## config.mk

```make
export PLATFORM = sky130hd
export DESIGN_NAME = spi_master
export DESIGN_NICKNAME = d
export VERILOG_FILES = /design/src/rtl/spi_pkg.sv /design/src/rtl/spi_clk_tick.sv /design/src/rtl/spi_master.sv
export SDC_FILE = /design/constraint.sdc
export NUM_CORES = 1
export LEC_CHECK = 0
export ABC_AREA = 1
export BUFFER_PORTS_ARGS = -buffer_cell sky130_fd_sc_hd__buf_4
export CAP_MARGIN = 20
export CORE_MARGIN = 1
export CORE_UTILIZATION = 55
export DETAILED_ROUTE_END_ITERATION = 10
export PLACE_DENSITY = 0.81
export SLEW_MARGIN = 20
export SYNTH_ARGS = -nofsm -noshare
export SYNTH_HDL_FRONTEND = slang
export SYNTH_SLANG_ARGS = --single-unit
```

## constraint.sdc

```tcl
create_clock -name CTRL_CLK -period 1.8 [get_ports CTRL_CLK]
set_input_delay 0.36 -clock CTRL_CLK [delete_from_list [all_inputs] [get_ports CTRL_CLK]]
set_output_delay 0.36 -clock CTRL_CLK [all_outputs]
set_load 0.01 [all_outputs]
```

## src/rtl/spi_pkg.sv

```systemverilog
// Shared definitions for the SPI master and its slave-side companions.
// State encoding, byte geometry and SPI mode constants.
package spi_pkg;

  typedef enum logic [2:0] {
    ST_IDLE,
    ST_SETUP,
    ST_SHIFT,
    ST_HOLD,
    ST_GAP
  } spi_state_t;

  localparam int   SPI_BYTE_W = 8;
  localparam int   SPI_BIT_W  = $clog2(SPI_BYTE_W);
  localparam int   SPI_MODE   = 0;
  localparam logic SCLK_IDLE  = 1'b0;

endpackage

```

## src/rtl/spi_clk_tick.sv

```systemverilog
// Half-period counter: runs 0..CLK_DIV-1 while enabled and flags the last count.
// Held at zero while disabled so every enabled run starts a full half-period.
module spi_clk_tick #(
  parameter int CLK_DIV = 4,
  parameter int CNT_W   = $clog2(CLK_DIV) + 1
) (
  input  logic clk,
  input  logic rst,
  input  logic i_en,
  output logic o_tick
);

  localparam logic [CNT_W-1:0] LAST = CNT_W'(CLK_DIV - 1);

  logic [CNT_W-1:0] r_cnt;

  assign o_tick = i_en && (r_cnt == LAST);

  // NOTE: sequential state uses non-blocking assignments so every flop samples pre-edge values.
  always_ff @(posedge clk or posedge rst) begin
    if (rst) begin
      r_cnt <= '0;
    end else if (!i_en || o_tick) begin
      r_cnt <= '0;
    end else begin
      r_cnt <= r_cnt + CNT_W'(1);
    end
  end

endmodule

```

## src/rtl/spi_master.sv

```systemverilog
// SPI mode-0 master: one byte per START, MSB first, with CS setup/hold/gap framing.
// All outputs are registered; SCLK_PULSE strobes at each half-period end while active.
module spi_master
  import spi_pkg::*;
#(
  parameter  int CLK_DIV = 4,
  localparam int CNT_W   = $clog2(CLK_DIV) + 1
) (
  input  logic                  CTRL_CLK,
  input  logic                  RST,
  input  logic                  START,
  input  logic [SPI_BYTE_W-1:0] TX_DATA,
  output logic [SPI_BYTE_W-1:0] RX_DATA,
  output logic                  BUSY,
  output logic                  DONE,
  output logic                  SCLK_PULSE,
  output logic                  CS,
  output logic                  SCLK,
  output logic                  SDO_M,
  input  logic                  SDI_M
);

  localparam logic [SPI_BIT_W-1:0] LAST_BIT = SPI_BIT_W'(SPI_BYTE_W - 1);

  spi_state_t            r_state;
  logic [SPI_BYTE_W-1:0] r_tx_shift;
  logic [SPI_BYTE_W-1:0] r_rx_shift;
  logic [SPI_BYTE_W-1:0] r_rx_data;
  logic [SPI_BIT_W-1:0]  r_bit_cnt;
  logic                  r_cs;
  logic                  r_sclk;
  logic                  r_sdo;
  logic                  r_busy;
  logic                  r_done;
  logic                  r_sclk_pulse;

  logic w_cnt_en;
  logic w_tick;

  assign w_cnt_en = (r_state != ST_IDLE);

  spi_clk_tick #(
    .CLK_DIV(CLK_DIV),
    .CNT_W  (CNT_W)
  ) u_tick (
    .clk   (CTRL_CLK),
    .rst   (RST),
    .i_en  (w_cnt_en),
    .o_tick(w_tick)
  );

  // NOTE: every register, including the shift registers, is reset so an aborted transfer leaves no residue.
  always_ff @(posedge CTRL_CLK or posedge RST) begin
    if (RST) begin
      r_state      <= ST_IDLE;
      r_tx_shift   <= '0;
      r_rx_shift   <= '0;
      r_rx_data    <= '0;
      r_bit_cnt    <= '0;
      r_cs         <= 1'b1;
      r_sclk       <= SCLK_IDLE;
      r_sdo        <= 1'b0;
      r_busy       <= 1'b0;
      r_done       <= 1'b0;
      r_sclk_pulse <= 1'b0;
    end else begin
      r_done       <= 1'b0;
      // The GAP tick lands in IDLE once registered, so it is suppressed to keep the strobe low there.
      r_sclk_pulse <= w_tick && (r_state != ST_GAP);

      case (r_state)
        ST_IDLE: begin
          if (START) begin
            r_tx_shift <= TX_DATA;
            r_sdo      <= TX_DATA[SPI_BYTE_W-1];
            r_cs       <= 1'b0;
            r_busy     <= 1'b1;
            r_bit_cnt  <= '0;
            r_state    <= ST_SETUP;
          end
        end

        ST_SETUP: begin
          if (w_tick) r_state <= ST_SHIFT;
        end

        ST_SHIFT: begin
          if (w_tick) begin
            r_sclk <= ~r_sclk;
            if (!r_sclk) begin
              r_rx_shift <= {r_rx_shift[SPI_BYTE_W-2:0], SDI_M};
            end else if (r_bit_cnt != LAST_BIT) begin
              r_tx_shift <= {r_tx_shift[SPI_BYTE_W-2:0], 1'b0};
              r_sdo      <= r_tx_shift[SPI_BYTE_W-2];
              r_bit_cnt  <= r_bit_cnt + SPI_BIT_W'(1);
            end else begin
              r_state <= ST_HOLD;
            end
          end
        end

        ST_HOLD: begin
          if (w_tick) begin
            r_cs      <= 1'b1;
            r_rx_data <= r_rx_shift;
            r_done    <= 1'b1;
            r_sdo     <= 1'b0;
            r_state   <= ST_GAP;
          end
        end

        ST_GAP: begin
          if (w_tick) begin
            r_busy  <= 1'b0;
            r_state <= ST_IDLE;
          end
        end

        default: r_state <= ST_IDLE;
      endcase
    end
  end

  assign RX_DATA    = r_rx_data;
  assign BUSY       = r_busy;
  assign DONE       = r_done;
  assign SCLK_PULSE = r_sclk_pulse;
  assign CS         = r_cs;
  assign SCLK       = r_sclk;
  assign SDO_M      = r_sdo;

endmodule

```

Word level (Yosys, flattened, before mapping)
Index checks and enable logic that the tools add are counted.
Cells by class
  add/sub/neg operators: 2
  eq/ne operators: 15
  mux-type cells: 32
  bitwise logic cells: 1
  reductions and logical operators: 18
Operators by type and width (count)
  2-to-1 mux 3 bit: 12
  2-to-1 mux 7 bit: 4
  one-hot mux 3 bit (5 select lines): 1
  one-hot mux 7 bit (2 select lines): 1
  2-to-1 mux 1 bit: 10
  equality test 3 x 2 -> 1 bit, second input constant: 3
  AND reduction 3 bit: 3
  != test 2 x 1 -> 1 bit, second input constant: 4
  != test 2 bit, second input constant: 4
  AND reduction 7 bit: 1
  adder 3 x 1 -> 3 bit, second input constant: 2
  != test 3 bit, second input constant: 2
  one-hot mux 3 bit (2 select lines): 1
  AND reduction 6 bit: 1
  nonzero test 2 bit: 3
  nonzero test 3 bit: 2
  AND reduction 5 bit: 1
  one-hot mux 1 bit (2 select lines): 2
  AND reduction 2 bit: 2
  equality test 3 x 1 -> 1 bit, second input constant: 1
  equality test 3 bit, second input constant: 1
  zero test 3 bit: 1
  one-hot mux 1 bit (3 select lines): 1
  logical AND 1 bit: 2
  3 further kinds: 3
Word-level totals
  flip-flop bits (word level): 38
  input bits: 12
  output and inout port bits: 14
  logic and storage cells: 80

Longest topological paths before layout
  word-level depth: 5
  mapped depth: 8
  depth with buffers taken out: 8

Modules after synthesis
A second synthesis with hierarchy kept.
Second synthesis, totals
  cells, all modules: 207
  area total of the unflattened synthesis: 1796.7 um^2
Modules (own cells, without submodules)
  spi_master: instances 1, cells an instance 192, area each 1656.6 um^2, seq. area each 877.1 um^2
  spi_clk_tick: instances 1, cells an instance 15, area each 140.1 um^2, seq. area each 75.1 um^2

Worst setup path after synthesis
No wires, ideal clock.
  path kind: register -> register
  from: register u_tick.r_cnt[0]
  to: register r_rx_data[0], in the netlist RX_DATA[0]
  setup time: 0.131 ns
  arrival time: 1.324 ns
  required time: 1.669 ns
  path slack: 0.345 ns
  cell stages (with the launch flop): 6
  path buffers: 1
  period minus slack after synthesis: 1.455 ns
  cells stage by stage: dfrtp_1 -> ha_1 -> ha_1 -> nand4_1 -> clkbuf_1 -> o21ai_0
Between the ends
  cells in the longest elaborated chain, start to end: 3
Ends and longest elaborated chain
  from (decl): line spi_clk_tick.sv:15  | logic [CNT_W-1:0] r_cnt;
  from (signal assigned): line spi_clk_tick.sv:26  | r_cnt <= r_cnt + CNT_W'(1);
  equality test 3 x 2 -> 1 bit: line spi_clk_tick.sv:17  | assign o_tick = i_en && (r_cnt == LAST);
  logical AND 1 bit: line spi_clk_tick.sv:17
  AND reduction 2 bit (no line)
  to (signal assigned): line spi_master.sv:105  | r_rx_data <= r_rx_shift;
  to (decl): line spi_master.sv:28  | logic [SPI_BYTE_W-1:0] r_rx_data;
No other way between the ends.
A chain may end at the register's enable or synchronous reset.

Worst setup path after layout
  from: register u_tick.r_cnt[0]
  to: register r_sdo, in the netlist SDO_M
Between the ends
  cells in the longest elaborated chain, start to end: 4
  elaborated cells between the ends (all ways): 5
  classes of those cells: 3 x eq/ne; 2 x reduce/logical
Ends and longest elaborated chain
  equality test 3 x 2 -> 1 bit (*): line spi_clk_tick.sv:17
  logical AND 1 bit (*): line spi_clk_tick.sv:17
  != test 2 x 1 -> 1 bit (no line)
  AND reduction 6 bit (no line) (*)
  to (signal assigned): line spi_master.sv:75  | r_sdo <= TX_DATA[SPI_BYTE_W-1];
  to (signal assigned): line spi_master.sv:94  | r_sdo <= r_tx_shift[SPI_BYTE_W-2];
  to (decl): line spi_master.sv:32  | logic r_sdo;
Mark *: on every way between the ends. The rest lies on a longest branch, timed or not.

==> results.yml <==
run_status:
  status: "finished clean"
routing:
  dr_total_vias: 1392
  drt_iter0_markers: 63
  drt-vias-per-instance: 4.884
  wirelength_um: 3109
  ant_nets: 0
  first_pass_iters: 4
  wl_per_cell_um: 10.91
  drc: 0
yosys:
  synthCells: 209
  synth_common_cells: "nand2_1, dfrtp_1, inv_1, nand3_1"
  netlist_area_um2: 1742
  synth_nets: 225
  synth_top_cell_area_share: 0.5316
  ys_types: 21
  yosysTopAreaCell: "dfrtp_1"
  ys.flop_type: "dfrtp_1"
  async_reset_ff_frac: 1.000
  syn_area_per_cell_um2: 8.333
  ys_seq_area_frac: 0.5467
  yosysWarningCount: 0
  synth_edf_count: 0
  synth.most_common_cell: "nand2_1"
  ys_ff_latch: 38
  synth_area_leaders: "dfrtp_1, nand2_1, nand3_1"
timing:
  hold_slack_ps: 108.6
  min_period_ps: 1648
  rsz0062_at_grt: "false"
  fin_crit_sh: 0.9156
  finalHoldViolCount: 0
  finClkSkew_ps: 12.55
  finalMaxSlewViolations: 0
  relSlewSlack: 0.6927
  setup_slack_ps: 151.8
  tightest_slew_ps: 461.0
  setup_tns_ps: 0
  max_freq_mhz: 606.7
  setup_violations: 0
clocking:
  clk_pin_slew_ps: 110
  clkLatencyLatePin_ps: 350
  clockBufferDepth: 2
  cts_tree: "done"
  root_buffer: "clkbuf_4"
  holdBufCountCts: 0
  cts_buffers: 5
  htreeDepth: 2
  cts_num_sinks: 38
critical_path:
  path_max_fanout: 7
  arrival_ps: 1890
  r2r_cells: 8
  worstPathCellList: "ha_1 > ha_1 > inv_1 > nand2_1 > o21ai_0 > inv_1 > nand3_1 > nand2_1"
  cp.depth: 8
  cp_slowest_cell: "dfrtp_1"
  r2r_start: "u_tick.r_cnt[0]"
  cp-start-kind: "flip-flop"
  path_class: "flip-flop to flip-flop"
  r2r_end: "SDO_M"
  cpLargestDelayFamily: "adder cells"
  crit_path_max_incr_delay_ps: 400
  crit_start: "u_tick.r_cnt[0]"
  cp.required_ps: 2040
  path_buf_inv: 2
  ff2ff_setup_slack_ps: 150
  cp-endpoint: "SDO_M"
  end_kind: "flip-flop"
placement:
  place_congestion: 0.8659
  dp_slack_ps: 9.477
  dp_hpwl_um: 2206
  io_buffers: 25
global_routing:
  grt_usage: 0.2143
  grt_pass1_vias: 1246
  antenna_found_initial: 0
  grt_pass1_wl_um: 5319
  overflow: 0
  grt_max_degree: 39
layout:
  nFillCells: 254
  drive_above_1_share: 0.1992
  fin_nets: 256
  area_growth_pct: 20.19
  diodes: 0
  final_util: 0.6913
floorplanning:
  placementRows: 20
  die_w_um: 58.28
  io_pins: 26
  die-area_um2: 3396
  die_h_um: 58.28
  initial_core_util: 0.5752
  core_area_um2: 3028
power:
  p_leak_nw: 1.139
  irDropWorstVdd_uv: 634.6
  powerDensity_nw_per_um2: 1441
min_path:
  hp-class: "input port to async pin"
run:
  cap_viol_max_count: 0
==> layer usage <==
layer	global-route usage	vias up	wire (um)
li1	-	727	-
met4	0.08844	0	51
met1	0.2753	628	1479
met5	0	-	0
met2	0.3235	33	1455
met3	0.08705	4	123
==> timing repair <==
action	4_1_cts	5_1_grt
buffers inserted	0	0
endpoints found under the hold margin	0	0
resized for setup	1	0
setup endpoints to repair	3	0
==> flip-flops by register name, summed over array words and instances (netlist names) <==
name	count
BUSY	1
CS	1
DONE	1
RX_DATA	8
SCLK	1
SCLK_PULSE	1
SDO_M	1
r_bit_cnt	3
r_rx_shift	8
r_state	3
r_tx_shift	7
u_tick.r_cnt	3
==> stage by stage <==
step | power, mW | cells | instance area, um^2
global placement | 2.260 | 277 | 1979
global route | 3.250 | 285 | 2093
finish | 3.017 | 285 | 2093
CTS | 3.038 | 285 | 2093
detailed placement | 2.286 | 277 | 1979
floorplan | 1.994 | 209 | 1742
==> worst min path at each step <==
stage	cells past startpoint	startpoint	slack [ps]	end
floorplan	1	u_tick.r_cnt[0]	410	u_tick.r_cnt[0]
global placement	1	u_tick.r_cnt[0]	420	u_tick.r_cnt[0]
detailed placement	1	u_tick.r_cnt[0]	430	u_tick.r_cnt[0]
CTS	3	RST	120	r_rx_shift[2]
global route	3	RST	130	u_tick.r_cnt[2]
finish	3	RST	110	RX_DATA[0]
==> power by group <==
| group | switching, mW | internal, mW |
|---|---|---|
| logic | 0.700 | 0.375 |
| registers | 0.137 | 1.06 |
| clock network | 0.276 | 0.470 |
| total | 1.11 | 1.90 |
==> cells in the final DEF, fill, tap and decap left out, drive strengths merged <==
| cell type | instances |
|---|---|
| nand4 | 4 |
| clkbuf | 6 |
| nand2 | 74 |
| inv | 26 |
| dfstp | 1 |
| buf | 28 |
| nand3 | 20 |
| a21oi | 1 |
| o21bai | 1 |
| nor2 | 14 |
| nand3b | 1 |
| dfrtp | 37 |
| o21ai | 22 |
| ha | 4 |
| bufinv | 2 |
==> cell type report <==
type	instances	area [um^2]	share of cell area
clock buffer	6	51.30	0.02451
clock inverter	2	60.06	0.02869
tap	44	55.05	0.02630
multi-input combinational	141	666.9	0.3186
timing repair buffer	28	210.2	0.1004
sequential	38	952.2	0.4549
inverter	26	97.59	0.04662
==> worst reg2reg max path, cell delays in order, from the launching register on <==
cell and delay [ps]:
dfrtp_1 400, ha_1 200, ha_1 230, inv_1 180, nand2_1 170, o21ai_0 160, inv_1 70, nand3_1 80
nand2_1 50
==> logic make-up after synthesis <==
kind of cell	Yosys count	share of synthesized area
adder cells (fa/ha/maj)	4	0.02874
flip-flops	38	0.5467
AO/OA/AOI/OAI	24	0.07040
buffers and inverters	30	0.07184
AND/OR/NAND/NOR	113	0.2823
Power figures use the tool's default switching activity.
